## src/rtl/bayer_stream_gen.sv

```systemverilog
`default_nettype none
// +--------------------------------------------------------------------------+
// | Module   : bayer_stream_gen                                              |
// | Purpose  : Converts an RGB pixel stream into a raw Bayer sample stream   |
// |            with a selectable CFA order. Frames start with a lead-in,     |
// |            every row (active or flush) is followed by horizontal         |
// |            blanking, and zero-data flush rows are appended after the     |
// |            last active row so downstream pipelines drain on their own.   |
// | Revision : 1.0  initial release                                          |
// +--------------------------------------------------------------------------+
// | Ports                                                                    |
// |   clk        in   clock                                                  |
// |   reset      in   asynchronous active-low reset                          |
// |   iStart     in   start-of-frame request (honoured only when idle)       |
// |   iValid     in   input pixel valid                                      |
// |   iR/iG/iB   in   colour samples, DATA_W bits each                       |
// |   iPattern   in   runtime CFA order (only with BAYER_RUNTIME_PATTERN_EN) |
// |   oReady     out  pixel accepted this cycle when iValid is also high     |
// |   oNewFrame  out  one-cycle frame-start pulse                            |
// |   oValid     out  oData / oRow / oCol valid                              |
// |   oData      out  raw Bayer sample                                       |
// |   oRow/oCol  out  position of the current sample                         |
// |   oBusy      out  frame in progress                                      |
// |   oDone      out  one-cycle end-of-frame pulse                           |
// | Build option                                                             |
// |   BAYER_RUNTIME_PATTERN_EN : adds iPattern, latched at frame start;      |
// |                              PATTERN becomes its reset value.            |
// | CFA order : 0=GBRG 1=GRBG 2=RGGB 3=BGGR                                  |
// +--------------------------------------------------------------------------+
module bayer_stream_gen #(
   parameter int WIDTH      = 320,
   parameter int HEIGHT     = 240,
   parameter int DATA_W     = 8,
   parameter int SOF_LEAD   = 32,
   parameter int HBLANK     = 16,
   parameter int FLUSH_ROWS = 2,
   parameter int PATTERN    = 0,
   localparam int ROW_W = ($clog2(HEIGHT + FLUSH_ROWS) > 0) ? $clog2(HEIGHT + FLUSH_ROWS) : 1,
   localparam int COL_W = ($clog2(WIDTH) > 0) ? $clog2(WIDTH) : 1
) (
   input  logic              clk,
   input  logic              reset,
   input  logic              iStart,
   input  logic              iValid,
   input  logic [DATA_W-1:0] iR,
   input  logic [DATA_W-1:0] iG,
   input  logic [DATA_W-1:0] iB,
`ifdef BAYER_RUNTIME_PATTERN_EN
   input  logic [1:0]        iPattern,
`endif
   output logic              oReady,
   output logic              oNewFrame,
   output logic              oValid,
   output logic [DATA_W-1:0] oData,
   output logic [ROW_W-1:0]  oRow,
   output logic [COL_W-1:0]  oCol,
   output logic              oBusy,
   output logic              oDone
);

   // Internal row counter must be able to hold HEIGHT+FLUSH_ROWS (end marker).
   localparam int ROWC_W = $clog2(HEIGHT + FLUSH_ROWS + 1);
   localparam int LEAD_W = ($clog2(SOF_LEAD + 1) > 0) ? $clog2(SOF_LEAD + 1) : 1;
   localparam int BLK_W  = ($clog2(HBLANK + 1) > 0) ? $clog2(HBLANK + 1) : 1;

   localparam logic [COL_W-1:0]  COL_LAST  = COL_W'(WIDTH - 1);
   localparam logic [LEAD_W-1:0] LEAD_LAST = LEAD_W'(SOF_LEAD - 1);
   localparam logic [BLK_W-1:0]  BLK_LAST  = BLK_W'((HBLANK > 0) ? HBLANK - 1 : 0);
   localparam logic [ROWC_W-1:0] ROW_ACT   = ROWC_W'(HEIGHT);
   localparam logic [ROWC_W-1:0] ROW_END   = ROWC_W'(HEIGHT + FLUSH_ROWS);

   typedef enum logic [2:0] {
      S_IDLE   = 3'd0,
      S_LEAD   = 3'd1,
      S_ACTIVE = 3'd2,
      S_HBLANK = 3'd3,
      S_FLUSH  = 3'd4,
      S_DONE   = 3'd5
   } state_t;

   state_t              state_q, state_d;
   logic [LEAD_W-1:0]   lead_q, lead_d;
   logic [BLK_W-1:0]    blank_q, blank_d;
   logic [ROWC_W-1:0]   row_q, row_d;
   logic [COL_W-1:0]    col_q, col_d;

   logic                ready_q, ready_d;
   logic                newframe_q, newframe_d;
   logic                valid_q, valid_d;
   logic [DATA_W-1:0]   data_q, data_d;
   logic [ROW_W-1:0]    orow_q, orow_d;
   logic [COL_W-1:0]    ocol_q, ocol_d;
   logic                busy_q, busy_d;
   logic                done_q, done_d;

   logic [1:0]          pattern;
   logic                xfer;
   logic [ROWC_W-1:0]   row_inc;

   // ---------------------------------------------------------------------
   // CFA order source
   // ---------------------------------------------------------------------
`ifdef BAYER_RUNTIME_PATTERN_EN
   logic [1:0] pattern_q;

   // Latched on the IDLE->LEAD transition so mid-frame changes are ignored.
   always_ff @(posedge clk or negedge reset) begin
      if (!reset) begin
         pattern_q <= 2'(PATTERN);
      end else if (state_q == S_IDLE && iStart) begin
         pattern_q <= iPattern;
      end
   end

   assign pattern = pattern_q;
`else
   assign pattern = 2'(PATTERN);
`endif

   // ---------------------------------------------------------------------
   // Colour select: green sits where row and column parity differ for
   // RGGB/BGGR and where they match for GBRG/GRBG. Red shares the odd rows
   // for GBRG/BGGR and the even rows for GRBG/RGGB; blue takes the rest.
   // ---------------------------------------------------------------------
   logic              rc_diff, is_green, red_on_odd, is_red;
   logic [DATA_W-1:0] sample;

   always_comb begin
      rc_diff    = row_q[0] ^ col_q[0];
      is_green   = pattern[1] ? rc_diff : ~rc_diff;
      red_on_odd = (pattern == 2'd0) || (pattern == 2'd3);
      is_red     = red_on_odd ? row_q[0] : ~row_q[0];
      if (is_green) begin
         sample = iG;
      end else if (is_red) begin
         sample = iR;
      end else begin
         sample = iB;
      end
   end

   // State reached once a row's blanking has finished (or immediately at
   // the end of a row when there is no blanking).
   function automatic state_t after_blank(input logic [ROWC_W-1:0] r);
      if (r < ROW_ACT) begin
         return S_ACTIVE;
      end else if (r < ROW_END) begin
         return S_FLUSH;
      end else begin
         return S_DONE;
      end
   endfunction

   function automatic state_t after_row(input logic [ROWC_W-1:0] r);
      if (HBLANK > 0) begin
         return S_HBLANK;
      end else begin
         return after_blank(r);
      end
   endfunction

   assign row_inc = row_q + ROWC_W'(1);
   // ready_q is high exactly while the FSM sits in ACTIVE.
   assign xfer    = ready_q && iValid;

   // ---------------------------------------------------------------------
   // Next-state and output logic
   // ---------------------------------------------------------------------
   always_comb begin
      state_d    = state_q;
      lead_d     = lead_q;
      blank_d    = blank_q;
      row_d      = row_q;
      col_d      = col_q;
      newframe_d = 1'b0;
      valid_d    = 1'b0;
      data_d     = data_q;
      orow_d     = orow_q;
      ocol_d     = ocol_q;

      case (state_q)
         S_IDLE: begin
            if (iStart) begin
               state_d    = S_LEAD;
               lead_d     = '0;
               row_d      = '0;
               col_d      = '0;
               newframe_d = 1'b1;
            end
         end
         S_LEAD: begin
            if (lead_q == LEAD_LAST) begin
               state_d = S_ACTIVE;
               row_d   = '0;
               col_d   = '0;
            end else begin
               lead_d = lead_q + LEAD_W'(1);
            end
         end
         S_ACTIVE: begin
            if (xfer) begin
               valid_d = 1'b1;
               data_d  = sample;
               orow_d  = row_q[ROW_W-1:0];
               ocol_d  = col_q;
               if (col_q == COL_LAST) begin
                  col_d   = '0;
                  row_d   = row_inc;
                  blank_d = '0;
                  state_d = after_row(row_inc);
               end else begin
                  col_d = col_q + COL_W'(1);
               end
            end
         end
         S_HBLANK: begin
            if (blank_q == BLK_LAST) begin
               state_d = after_blank(row_q);
            end else begin
               blank_d = blank_q + BLK_W'(1);
            end
         end
         S_FLUSH: begin
            valid_d = 1'b1;
            data_d  = '0;
            orow_d  = row_q[ROW_W-1:0];
            ocol_d  = col_q;
            if (col_q == COL_LAST) begin
               col_d   = '0;
               row_d   = row_inc;
               blank_d = '0;
               state_d = after_row(row_inc);
            end else begin
               col_d = col_q + COL_W'(1);
            end
         end
         S_DONE: begin
            state_d = S_IDLE;
         end
         default: begin
            state_d = S_IDLE;
         end
      endcase

      // Status outputs are decoded from the next state so they line up with
      // the state they describe once registered.
      ready_d = (state_d == S_ACTIVE);
      busy_d  = (state_d == S_LEAD) || (state_d == S_ACTIVE) ||
                (state_d == S_HBLANK) || (state_d == S_FLUSH);
      done_d  = (state_d == S_DONE);
   end

   // ---------------------------------------------------------------------
   // Registers
   // ---------------------------------------------------------------------
   always_ff @(posedge clk or negedge reset) begin
      if (!reset) begin
         state_q    <= S_IDLE;
         lead_q     <= '0;
         blank_q    <= '0;
         row_q      <= '0;
         col_q      <= '0;
         ready_q    <= 1'b0;
         newframe_q <= 1'b0;
         valid_q    <= 1'b0;
         data_q     <= '0;
         orow_q     <= '0;
         ocol_q     <= '0;
         busy_q     <= 1'b0;
         done_q     <= 1'b0;
      end else begin
         state_q    <= state_d;
         lead_q     <= lead_d;
         blank_q    <= blank_d;
         row_q      <= row_d;
         col_q      <= col_d;
         ready_q    <= ready_d;
         newframe_q <= newframe_d;
         valid_q    <= valid_d;
         data_q     <= data_d;
         orow_q     <= orow_d;
         ocol_q     <= ocol_d;
         busy_q     <= busy_d;
         done_q     <= done_d;
      end
   end

   assign oReady    = ready_q;
   assign oNewFrame = newframe_q;
   assign oValid    = valid_q;
   assign oData     = data_q;
   assign oRow      = orow_q;
   assign oCol      = ocol_q;
   assign oBusy     = busy_q;
   assign oDone     = done_q;

endmodule
`default_nettype wire

```

## config.mk

```make
export PLATFORM = sky130hd
export DESIGN_NAME = bayer_stream_gen
export DESIGN_NICKNAME = d
export VERILOG_FILES = /design/src/rtl/bayer_stream_gen.sv
export SDC_FILE = /design/constraint.sdc
export NUM_CORES = 1
export LEC_CHECK = 0
export ABC_AREA = 1
export BUFFER_PORTS_ARGS = -buffer_cell sky130_fd_sc_hd__buf_2
export CAP_MARGIN = 20
export CORE_UTILIZATION = 45
export DETAILED_ROUTE_END_ITERATION = 8
export PLACE_DENSITY = 0.67
export SYNTH_ARGS = -nofsm -noshare
export SYNTH_HDL_FRONTEND = slang
export SYNTH_SLANG_ARGS = --single-unit
```

## constraint.sdc

```tcl
create_clock -name clk -period 2.2 [get_ports clk]
set_input_delay 0 -clock clk [delete_from_list [all_inputs] [get_ports clk]]
set_output_delay 0 -clock clk [all_outputs]
set_load 0.1 [all_outputs]
```

After elaboration in Yosys (flattened, before gate mapping)
Index checks and enable logic that the tools add are counted.

storage, ports and cells
  register bits = 61
  output and inout port bits = 30

cells by class
  $add $sub $neg = 4
  order comparisons = 2
  equal/unequal tests = 17
  muxes and demuxes = 37
  bitwise gates (word level) = 1
  reduce and logical (&&, ||, !) cells = 13

operator list
  operator                                                                number
  8-bit two-way mux                                                       8
  9-bit two-way mux                                                       5
  9-bit case mux with 4 select lines                                      1
  8-bit case mux with 2 select lines                                      2
  8-bit case mux with 4 select lines                                      1
  3-bit two-way mux                                                       6
  9-bit case mux with 2 select lines                                      1
  8-bit < comparator (second input constant)                              2
  5-bit two-way mux                                                       3
  3-bit case mux with 5 select lines                                      1
  5-bit case mux with 3 select lines                                      1
  3-bit by 2-bit equality test with 1-bit output (second input constant)  4
  6-bit two-way mux                                                       2
  6-bit case mux with 2 select lines                                      1
  2-bit inequality test (second input constant)                           5
  9-bit by 1-bit adder with 9-bit output (second input constant)          1
  3-bit equality test (second input constant)                             3
  9-bit equality test (second input constant)                             1
  8-bit by 1-bit adder with 8-bit output (second input constant)          1
  6-bit by 1-bit adder with 6-bit output (second input constant)          1
  3-bit by 1-bit equality test with 1-bit output (second input constant)  2
  6-bit by 5-bit equality test with 1-bit output (second input constant)  1
  3-bit AND reduction                                                     2
  5-bit by 1-bit adder with 5-bit output (second input constant)          1
  12 further kinds                                                        18

Depth between registers and ports, before layout
Gate-level depths: netlist (run 1).

  word-level depth = 9
  mapped depth = 11
  depth with buffers taken out = 11

Least setup slack after synthesis (run 1)
Ideal clock, no wire load.

  path type = flip-flop to flip-flop
  start point = reg ready_q (netlist: oReady)
  end point = reg ocol_q[3] (netlist: oCol[3])
  setup time = 0.131 ns
  arrival time = 1.694 ns
  data required time = 2.069 ns
  setup slack = 0.375 ns
  cell stages (with the launch flop) = 9
  path buffers = 1
  path through = dfrtp_1 -> nand2_1 -> inv_1 -> nand3_2 -> nand2_2 -> inv_1 -> buf_2 -> nand2_1 -> o21ai_0

on the way
  word-level cells in the longest chain between the ends = 3

ends and longest elaborated chain
  what                                    line  RTL
  start, declared                         87    logic ready_q, ready_d;
  start signal, assigned                  277   ready_q <= ready_d;
  1-bit logical AND                       164   assign xfer = ready_q && iValid;
  2-bit inequality test (no source line)  -
  2-bit AND reduction (no source line)    -
  end signal, assigned                    282   ocol_q <= ocol_d;
  end, declared                           92    logic [COL_W-1:0] ocol_q, ocol_d;

No other way between the ends.
A chain may end at the register's enable or synchronous reset.

Final worst setup path (run 1)
  start point = reg blank_q[0]
  end point = reg ready_q (netlist: oReady)

on the way
  word-level cells in the longest chain between the ends = 4

ends and longest elaborated chain
  what                                            line  RTL
  start, declared                                 83    logic [BLK_W-1:0] blank_q, blank_d;
  start signal, assigned                          274   blank_q <= blank_d;
  5-bit by 4-bit equality test with 1-bit output  217   if (blank_q == BLK_LAST) begin
  3-bit two-way mux                               217
  3-bit case mux with 5 select lines              181   case (state_q)
  named net state_d[0]                            81    state_t state_q, state_d;
  3-bit by 2-bit equality test with 1-bit output  247   ready_d = (state_d == S_ACTIVE);
  named net ready_d                               87

The timed path passes the listed nets, and every way through them passes these cells.

==> results of run 1 <==
[registers in the layout, indices dropped and copies added, names as in the netlist]
register	flops
oRow	8
col_q	9
lead_q	6
oBusy	1
oCol	9
row_q	8
oValid	1
oDone	1
oReady	1
oData	8
oNewFrame	1
blank_q	5
state_q	3
[power breakdown]
| group | leakage [nW] | switching (mW) | internal (mW) | total [mW] |
|---|---|---|---|---|
| registers | 0.764 | 0.0764 | 1.22 | 1.29 |
| clock network | 0.0987 | 0.447 | 0.516 | 0.963 |
| logic | 1.10 | 0.610 | 0.152 | 0.762 |
| total | 1.97 | 1.13 | 1.88 | 3.02 |
[through the flow]
stage               std cells  cell area [µm²]  hold slack (ps)
detailed placement        520             3500             37.3
global route              546             3790             71.7
floorplan                 389             3140             -296
CTS                       546             3790             39.7
global placement          520             3500             38.5
finish                    546             3790             44.3
[area by class of cell]
| type | count | area [µm²] |
|---|---|---|
| multi-input cells | 277 | 1400 |
| well taps | 80 | 100 |
| fillers | 621 | 2970 |
| repair buffers | 69 | 413 |
| clock buffers | 9 | 124 |
| clock inverters | 7 | 66.3 |
| inverters | 43 | 161 |
| flip-flops and latches | 61 | 1530 |
[synthesized netlist by cell type]
| master | instances | share of area, % |
|---|---|---|
| o211ai_1 | 1 | 0.24 |
| dfrtp_1 | 61 | 49 |
| o31ai_1 | 1 | 0.24 |
| a31oi_1 | 2 | 0.40 |
| o21ai_1 | 6 | 0.96 |
| nor2_1 | 35 | 4.2 |
| nand3b_1 | 2 | 0.48 |
| nand4_1 | 9 | 1.8 |
| buf_4 | 1 | 0.24 |
| nand2_2 | 7 | 1.4 |
| buf_8 | 1 | 0.48 |
| nor2_2 | 4 | 0.80 |
| a22o_1 | 1 | 0.28 |
| buf_6 | 1 | 0.36 |
| a21boi_0 | 1 | 0.24 |
| nor2_4 | 1 | 0.36 |
| nor3_1 | 3 | 0.48 |
| a21oi_1 | 4 | 0.64 |
| nand2_1 | 113 | 13 |
| inv_1 | 41 | 4.9 |
| o21ai_2 | 7 | 1.9 |
| nor3b_1 | 2 | 0.48 |
| o21ai_0 | 35 | 5.6 |
| o22ai_1 | 3 | 0.60 |
| clkbuf_1 | 1 | 0.12 |
| mux2i_1 | 6 | 1.9 |
| ha_1 | 5 | 2.0 |
| or2_2 | 2 | 0.40 |
| nand3_1 | 17 | 2.7 |
| nand3_2 | 4 | 1.3 |
| xor2_1 | 6 | 1.7 |
| inv_2 | 2 | 0.24 |
| buf_2 | 4 | 0.64 |
[worst max-delay path by stage]
stage,start,end,cells past startpoint
3_3_place_gp,blank_q[0]$_DFFE_PN0P_,oReady$_DFF_PN0_,10
3_5_place_dp,blank_q[0]$_DFFE_PN0P_,oReady$_DFF_PN0_,10
5_1_grt,blank_q[0]$_DFFE_PN0P_,oReady$_DFF_PN0_,10
6_report,blank_q[0]$_DFFE_PN0P_,oReady$_DFF_PN0_,10
2_1_floorplan,oReady$_DFF_PN0_,oCol[3]$_DFFE_PN0P_,8
4_1_cts,blank_q[0]$_DFFE_PN0P_,oReady$_DFF_PN0_,10
[metal layers]
metal  wire, µm  up-vias
li1           -     1403
met2       3220       46
met1       3300     1255
met4        170        0
met5          0        -
met3        211       15
[cells by family after synthesis]
kind of cell | after synthesis
compound gates | 61
xor+xnor | 6
fa+ha+maj | 5
buf+inv | 51
flops | 61
mux | 6
simple gates | 199
[critical path: stages (launching register included)]
cell and delay, ps:
dfrtp_1 390, ha_1 190, nand2_1 70, nor2_1 90
ha_1 320, o21ai_0 270, nand3_1 130, nand2_1 70
nor2_1 170, inv_1 80, nor2_1 90
[placed cells by master, fill, tap and decap left out, types with 4 or more instances in the layout]
master and instances:
nand3_2 4, dfrtp_1 61, inv_1 41, o21ai_0 35, nand3_1 17, a21oi_1 4
o21ai_1 6, nand4_1 9, ha_1 5, nor2_2 4, nor2_1 35, nand2_1 113
nand2_2 7, xor2_1 6, o21ai_2 7, mux2i_1 6, buf_2 57, clkinv_2 4
clkbuf_8 9, dlygate4sd3_1 10
==> flow_metrics.tcl, run 1 <==
set metrics [dict create \
    relSlewSlack_pct 64.1 \
    worst_ir_drop_vdd_v 0.000318 \
    timing.final.setup_violations 0 \
    critical_path_required_ps 2470 \
    clock.fmax_ghz 0.516 \
    die_area_um2 7330 \
    route.detailed.drc 0 \
    rrSetupSlack_ps 260 \
    routed_wirelength_mm 6.90 \
    via_count_of_the_first_global_routing_pass 2691 \
    mappedNetlistArea_um2 3140 \
    layout_worst_path_cycle_share_pct 88.1 \
    cts_root_buffer "clkbuf_8" \
    flow.area_growth_from_synthesis_pct 20.5 \
    dominant_combinational_cell_family_by_area_after_synthesis "simple AND/OR/NAND/NOR gates" \
    fin_nets 494 \
    antenna_found_initial 0 \
    synth_compound_area_share_pct 11.1 \
    detail_route.wl_per_cell_um 12.6 \
    post_cts_hold_buffer_count 10 \
    cts_buffer_depth 2 \
    synth_sequential_area_ratio_pct 48.5 \
    num_io_pins 58 \
    n_diodes 0 \
    coreArea_um2 6760 \
    yosys-mux-area-fraction_pct 1.91 \
    worst_setup_path_start_kind "flip-flop" \
    min_period_ps 1940 \
    totalNegativeSetupSlack_ps 0 \
    dr_total_vias 2719 \
    numCtsBuffers 9 \
    route.antenna.remaining_nets 0 \
    hold_end "oData[1]$_DFFE_PN0P_" \
    die_w_um 85.6 \
    grt_use_total_pct 20.2 \
    number_of_distinct_standard_cells_referenced_by_the_synthesized_netlist 33 \
    timing.final.hold_violations 0 \
    synth_xor_xnor_area_share_pct 1.67 \
    initial_utilization_pct 46.5 \
    worstHoldStart "iB[1]" \
    io_buffers 57 \
    drive_above_1_share_pct 21.9 \
    total_power_mw 3.02 \
    layout.core_utilization_pct 56.1 \
    worst_r2r_endpoint "oReady$_DFF_PN0_" \
    hold_class "in2reg" \
    finalMaxSlewViolations 0 \
    clkSinkCount 61 \
    gpl_wtd_cong 0.857 \
    synthesis.nets 422 \
    groute.layer.met3.usage_pct 3.75 \
    ys_ff_latch 61 \
    cts.clk_slew.worst_paths_ps 70 \
    ff2ff_path_depth 10 \
    final_worst_setup_slack_ps 263 \
    cts-htree-levels 3 \
    rr_startpoint "blank_q[0]$_DFFE_PN0P_" \
    syn-instance-count 389 \
    use_met2_pct 32.2 \
    min_delay_path_depth 5 \
    synth_fa_ha_area_share_pct 1.99 \
    p_leak_nw 1.97 \
    post_route_skew_ps 10.6 \
    dpl.hpwl_mm 4.89 \
    dieHeight_um 85.6 \
    post-cts-setup-buffer-count 0 \
    powerDensity_nw_per_um2 796 \
    drt-pass1-iter-count 4 \
    cp_class "reg2reg" \
    rsz0062_at_grt "false" \
    crit_fanout 7 \
    final_global_route_overflow_total 0 \
    worst-endpoint-arrival_ps 2210 \
    avgSynthCellArea_um2 8.08 \
    largest_net_degree_at_the_start_of_global_routing 62 \
    core.rowCount 30 \
    detailedPlace.worstSlack_ps 313 \
    crit_path_end_kind "flip-flop" \
    status "finished, final reports clean" \
    top_usage_layer "met2" \
    global_route_wire_length_before_repair_mm 11.7 \
    simple_gate_portion_of_the_synthesized_area_pct 27.8 \
    via_count_normalized_by_instance_count 4.98 \
    worst_skew_pair.late_latency_ps 350 \
    cts_tree "built" \
    use_met1_pct 26.3 \
    worst-slew-pin-transition_ps 539 \
    drt_first_iter_violations 116 \
    maxCapViolations 0 \
    number_of_gates_resized_after_cts 0 \
    synth.yosys.warnings 0 \
]
No activity file was read; power rests on OpenSTA's default activity.
==> run 2: changes to the inputs <==
--- a/config.mk
+++ b/config.mk
@@ -8,7 +8,9 @@
 export ABC_AREA = 1
 export BUFFER_PORTS_ARGS = -buffer_cell sky130_fd_sc_hd__buf_2
 export CAP_MARGIN = 20
+export CORE_ASPECT_RATIO = 2
 export CORE_UTILIZATION = 45
+export CTS_CLUSTER_DIAMETER = 150
 export DETAILED_ROUTE_END_ITERATION = 8
 export PLACE_DENSITY = 0.67
 export SYNTH_ARGS = -nofsm -noshare
==> constraint.sdc (replaced) <==
create_clock -name clk -period 2.4 [get_ports clk]
set_input_delay 0 -clock clk [delete_from_list [all_inputs] [get_ports clk]]
set_output_delay 0 -clock clk [all_outputs]
set_load 0.1 [all_outputs]
==> flow_metrics.tcl, run 2 (synthesis gave the netlist of run 1 again) <==
set metrics [dict create \
    final_global_route_overflow_total 0 \
    min_delay_path_depth 5 \
    rr_startpoint "lead_q[0]$_DFFE_PN0P_" \
    via_count_normalized_by_instance_count 5.01 \
    cts_root_buffer "clkbuf_16" \
    die_w_um 61.1 \
    dieHeight_um 120 \
    fin_nets 494 \
    post_route_skew_ps 5.73 \
    final_worst_setup_slack_ps 470 \
    drt-pass1-iter-count 6 \
    timing.final.setup_violations 0 \
    worst-endpoint-arrival_ps 2190 \
    initial_utilization_pct 47.1 \
    cts_tree "built" \
    ff2ff_path_depth 9 \
    timing.final.hold_violations 0 \
    via_count_of_the_first_global_routing_pass 2667 \
    multi_input_comb_area_um2 1400 \
    die_area_um2 7350 \
    cts.clk_slew.worst_paths_ps 50 \
    detailedPlace.worstSlack_ps 425 \
    fin_worst_hold_slack_ps 64.3 \
    crit_path_end_kind "flip-flop" \
    worst_setup_path_start_kind "flip-flop" \
    gpl_wtd_cong 0.846 \
    relSlewSlack_pct 52.6 \
    rsz0062_at_grt "false" \
    powerDensity_nw_per_um2 833 \
    startpoint "lead_q[0]$_DFFE_PN0P_" \
    dr_total_vias 2778 \
    num_io_pins 58 \
    mostFrequentLayoutCell "nand2_1" \
    drive_above_1_share_pct 21.7 \
    antenna_found_initial 0 \
    cts-htree-levels 3 \
    cts_buffer_depth 2 \
    worst-slew-pin-transition_ps 711 \
    cp_class "reg2reg" \
    crit_fanout 16 \
    min_period_ps 1930 \
    route.antenna.remaining_nets 0 \
    detail_route.wl_per_cell_um 12.9 \
    coreArea_um2 6670 \
    post-place-cells 527 \
    final-seq-area_um2 1530 \
    routed_wirelength_mm 7.14 \
    worst_ir_drop_vdd_v 0.000509 \
    layout_worst_path_cycle_share_pct 80.4 \
    n_diodes 0 \
    p_leak_nw 2.03 \
    worst_skew_pair.late_latency_ps 330 \
    final.fill_count 613 \
    critical_path_required_ps 2660 \
    clkSinkCount 61 \
    worstHoldStart "iB[6]" \
    dpl.hpwl_mm 5.19 \
    grt_use_total_pct 21.8 \
    hold_end "oData[6]$_DFFE_PN0P_" \
    core.rowCount 42 \
    route.detailed.drc 0 \
    drt_first_iter_violations 144 \
    finalMaxSlewViolations 0 \
    global_route_wire_length_before_repair_mm 11.6 \
    worst_r2r_endpoint "row_q[5]$_DFFE_PN0P_" \
    post_layout_nonfiller_instances 554 \
    io_buffers 57 \
    layout.cells.most_common_list "nand2_1, dfrtp_1, buf_2" \
    status "finished, final reports clean" \
    clock.fmax_ghz 0.518 \
    numCtsBuffers 9 \
    totalNegativeSetupSlack_ps 0 \
    maxCapViolations 0 \
    largest_net_degree_at_the_start_of_global_routing 42 \
    hold_class "in2reg" \
    flow.area_growth_from_synthesis_pct 25.4 \
    rrSetupSlack_ps 470 \
]
## run 2: cell count changes in the layout (fill, tap and decap cells not counted), sizes merged
cell / delta
clkbuf: +3
bufinv: +1
clkinv: -3
clkinvlp: -1
## run 2: power by group
part	internal, mW	total, mW	switching, mW	leakage, nW
Combinational	0.140	0.699	0.559	1.11
Clock	0.961	1.40	0.442	0.163
Sequential	1.12	1.19	0.0685	0.764
Total	2.22	3.29	1.07	2.03
## run 2: worst max-delay path, cell delays in order, from the launching register on
cell and delay, ps:
dfrtp_1 440, ha_1 240, nand3_2 120, nor2_1 130, nor2_1 80, nor2_2 90, nand2_2 200, nor2_4 360
nand2_1 110, o21ai_2 70
## run 2: through the flow
stage          power, mW  util [%]  cell area (µm²)
2_1_floorplan       1.74         -             3140
3_3_place_gp        1.88      52.3             3490
3_5_place_dp        1.89      52.3             3490
4_1_cts             3.32      58.7             3920
5_1_grt             3.43      59.1             3940
6_report            3.29      59.1             3940
## run 2: worst max-delay path by stage
stage,depth (start not counted),slack [ps],to
detailed placement,6,430,oCol[3]$_DFFE_PN0P_
global placement,9,490,row_q[4]$_DFFE_PN0P_
floorplan,8,580,oCol[3]$_DFFE_PN0P_
finish,9,470,row_q[5]$_DFFE_PN0P_
global route,9,300,row_q[4]$_DFFE_PN0P_
CTS,6,430,oCol[3]$_DFFE_PN0P_
## run 2: routing by layer
metal	track usage, %	vias up	share of wire [%]
met5	0	-	0
met4	11.6	0	2.5
met3	5.67	14	4.6
met2	38.9	78	55
met1	21.6	1284	38
li1	-	1402	-
## run 2: final cells by class
class	count	area share [%]
clock buffer	12	6.50
tap	88	2.79
inverter	43	4.09
multi-input combinational	277	35.5
timing repair buffer	69	10.7
clock inverter	4	1.78
sequential	61	38.7
## run 2: repair_timing
| item | CTS | global route |
|---|---|---|
| hold buffers | 10 | 0 |
| setup buffers | 0 | 0 |
| endpoints found under the hold margin | 41 | 0 |
| gates resized for setup | 0 | 0 |
==> run 3: changes to the inputs <==
==> constraint.sdc (replaced) <==
create_clock -name clk -period 1.9 [get_ports clk]
set_input_delay 0 -clock clk [delete_from_list [all_inputs] [get_ports clk]]
set_output_delay 0 -clock clk [all_outputs]
set_load 0.1 [all_outputs]
==> flow_metrics.tcl, run 3 (synthesis gave the netlist of run 1 again) <==
set metrics [dict create \
    die_area_um2 7350 \
    dpl.hpwl_mm 5.33 \
    numCtsBuffers 9 \
    clock_power_share_pct 44.0 \
    worst-endpoint-arrival_ps 1970 \
    worst_ir_drop_vdd_v 0.000420 \
    die_w_um 61.1 \
    totalNegativeSetupSlack_ps 0 \
    layout_worst_path_cycle_share_pct 90.4 \
    timing.critical_path.cells "ha_1 -> nand3_2 -> nor2_1 -> nor2_1 -> nor2_2 -> nand2_2 -> nor2_4 -> buf_12 -> nand2_1 -> o21ai_2" \
    cts_buffer_depth 2 \
    drt_first_iter_violations 109 \
    post_route_skew_ps 5.53 \
    rrSetupSlack_ps 180 \
    power_frac_comb_pct 20.9 \
    timing.critical_path.slowest_stage_cell "dfrtp_1" \
    powerDensity_nw_per_um2 1070 \
    n_diodes 0 \
    final_global_route_overflow_total 0 \
    min_period_ps 1720 \
    power.switching_mw 1.35 \
    cpLargestDelayFamily "simple AND/OR/NAND/NOR gates" \
    relSlewSlack_pct 66.9 \
    initial_utilization_pct 47.1 \
    antenna_found_initial 0 \
    cts-htree-levels 3 \
    fin_worst_hold_slack_ps 10.3 \
    final_worst_setup_slack_ps 182 \
    io_buffers 57 \
    timing.final.setup_violations 0 \
    hold_end "oData[2]$_DFFE_PN0P_" \
    routed_wirelength_mm 7.51 \
    cts.clk_slew.worst_paths_ps 50 \
    post-place-cells 531 \
    cp_class "reg2reg" \
    route.antenna.remaining_nets 0 \
    maxCapViolations 0 \
    num_io_pins 58 \
    layout.cells.most_common_list "nand2_1, dfrtp_1, buf_2" \
    worst-slew-pin-transition_ps 500 \
    drt-pass1-iter-count 4 \
    largest_net_degree_at_the_start_of_global_routing 62 \
    share_seq_of_total_power_pct 35.1 \
    coreArea_um2 6670 \
    crit_top_cell "nor2_1" \
    mostFrequentLayoutCell "nand2_1" \
    cts_tree "built" \
    global_route_wire_length_before_repair_mm 12.0 \
    via_count_normalized_by_instance_count 5.01 \
    p_leak_nw 2.04 \
    cp.buffers_inverters 1 \
    worstHoldStart "iG[2]" \
    grt_use_total_pct 22.6 \
    rr_startpoint "lead_q[0]$_DFFE_PN0P_" \
    detail_route.wl_per_cell_um 13.5 \
    min_delay_path_depth 5 \
    cp_slowest_stage_delay_ps 440 \
    dieHeight_um 120 \
    flow.area_growth_from_synthesis_pct 26.3 \
    route.detailed.drc 0 \
    core.rowCount 42 \
    internal-power_mw 2.90 \
    post_layout_nonfiller_instances 555 \
    worst_r2r_endpoint "row_q[5]$_DFFE_PN0P_" \
    detailedPlace.worstSlack_ps 124 \
    worst_setup_path_start_kind "flip-flop" \
    ff2ff_path_depth 10 \
    finalMaxSlewViolations 0 \
    clkSinkCount 61 \
    critical_path_required_ps 2160 \
    drive_above_1_share_pct 22.9 \
    via_count_of_the_first_global_routing_pass 2754 \
    timing.final.hold_violations 0 \
    crit_fanout 11 \
    gpl_wtd_cong 0.871 \
    cts_root_buffer "clkbuf_16" \
    worst_skew_pair.late_latency_ps 330 \
    dr_total_vias 2780 \
    rsz0062_at_grt "false" \
    fin_nets 495 \
    status "finished, final reports clean" \
    clock.fmax_ghz 0.582 \
    crit_path_end_kind "flip-flop" \
    hold_class "in2reg" \
    power.share.switching_pct 31.7 \
]
-- run 3: changes by cell type in the layout (fill, tap and decap cells not counted) --
cell           delta
buf_4             +3
dlygate4sd3_1     -3
buf_12            +2
nor2_1            -2
nor2_2            +2
buf_16            -1
bufinv_16         +1
clkbuf_1          +1
clkbuf_8          -1
clkinv_2          -1
ha_1              -1
ha_2              +1
-- run 3: worst max-delay path by stage --
| stage | startpoint | endpoint | slack (ps) | depth (start not counted) |
|---|---|---|---|---|
| after floorplan | oReady$_DFF_PN0_ | oCol[3]$_DFFE_PN0P_ | 80 | 8 |
| after global placement | blank_q[0]$_DFFE_PN0P_ | oBusy$_DFF_PN0_ | 170 | 11 |
| after detailed placement | blank_q[0]$_DFFE_PN0P_ | oBusy$_DFF_PN0_ | 120 | 11 |
| after CTS | lead_q[0]$_DFFE_PN0P_ | row_q[4]$_DFFE_PN0P_ | 120 | 9 |
| after global routing | lead_q[0]$_DFFE_PN0P_ | row_q[5]$_DFFE_PN0P_ | 30 | 10 |
| final | lead_q[0]$_DFFE_PN0P_ | row_q[5]$_DFFE_PN0P_ | 180 | 10 |
-- run 3: layout make-up --
type,count,area [µm²]
repair buffers,70,425
fillers,625,2700
clock inverters,4,95.1
clock buffers,12,246
inverters,43,161
flip-flops and latches,61,1530
well taps,88,110
multi-input cells,277,1410
-- run 3: power groups by stage --
stage	Clock, mW	Sequential [mW]	Combinational, mW
2_1_floorplan	0	1.98	0.211
3_3_place_gp	0	1.51	0.872
3_5_place_dp	0	1.51	0.879
4_1_cts	1.90	1.49	0.893
5_1_grt	1.96	1.51	0.949
6_report	1.87	1.49	0.887
-- run 3: layer usage --
layer / wire length, µm / GRT usage (%)
met2: 4220 / 42.5
met5: 0 / 0
met1: 2870 / 21.5
met4: 144 / 11.6
met3: 276 / 3.85
-- run 3: through the flow --
stage | area, µm² | total power [mW] | util, %
after floorplan | 3140 | 2.20 | -
after global placement | 3530 | 2.38 | 52.9
after detailed placement | 3530 | 2.39 | 52.9
after CTS | 3940 | 4.29 | 59.1
after global routing | 3970 | 4.42 | 59.5
final | 3970 | 4.25 | 59.5
-- run 3: worst reg2reg max path: cells and delay by family (launching register included) --
kind	cells	cell delay (ps)
buf+inv	1	140
fa+ha+maj	1	240
flops	1	440
simple gates	7	770
compound gates	1	50
-- run 3: timing repair --
action / in CTS / in global routing
hold buffers: 7 / 0
buffers inserted: 0 / 1
hold endpoints to repair: 67 / 0
endpoints found under the setup margin: 0 / 12
resized for setup: 0 / 3
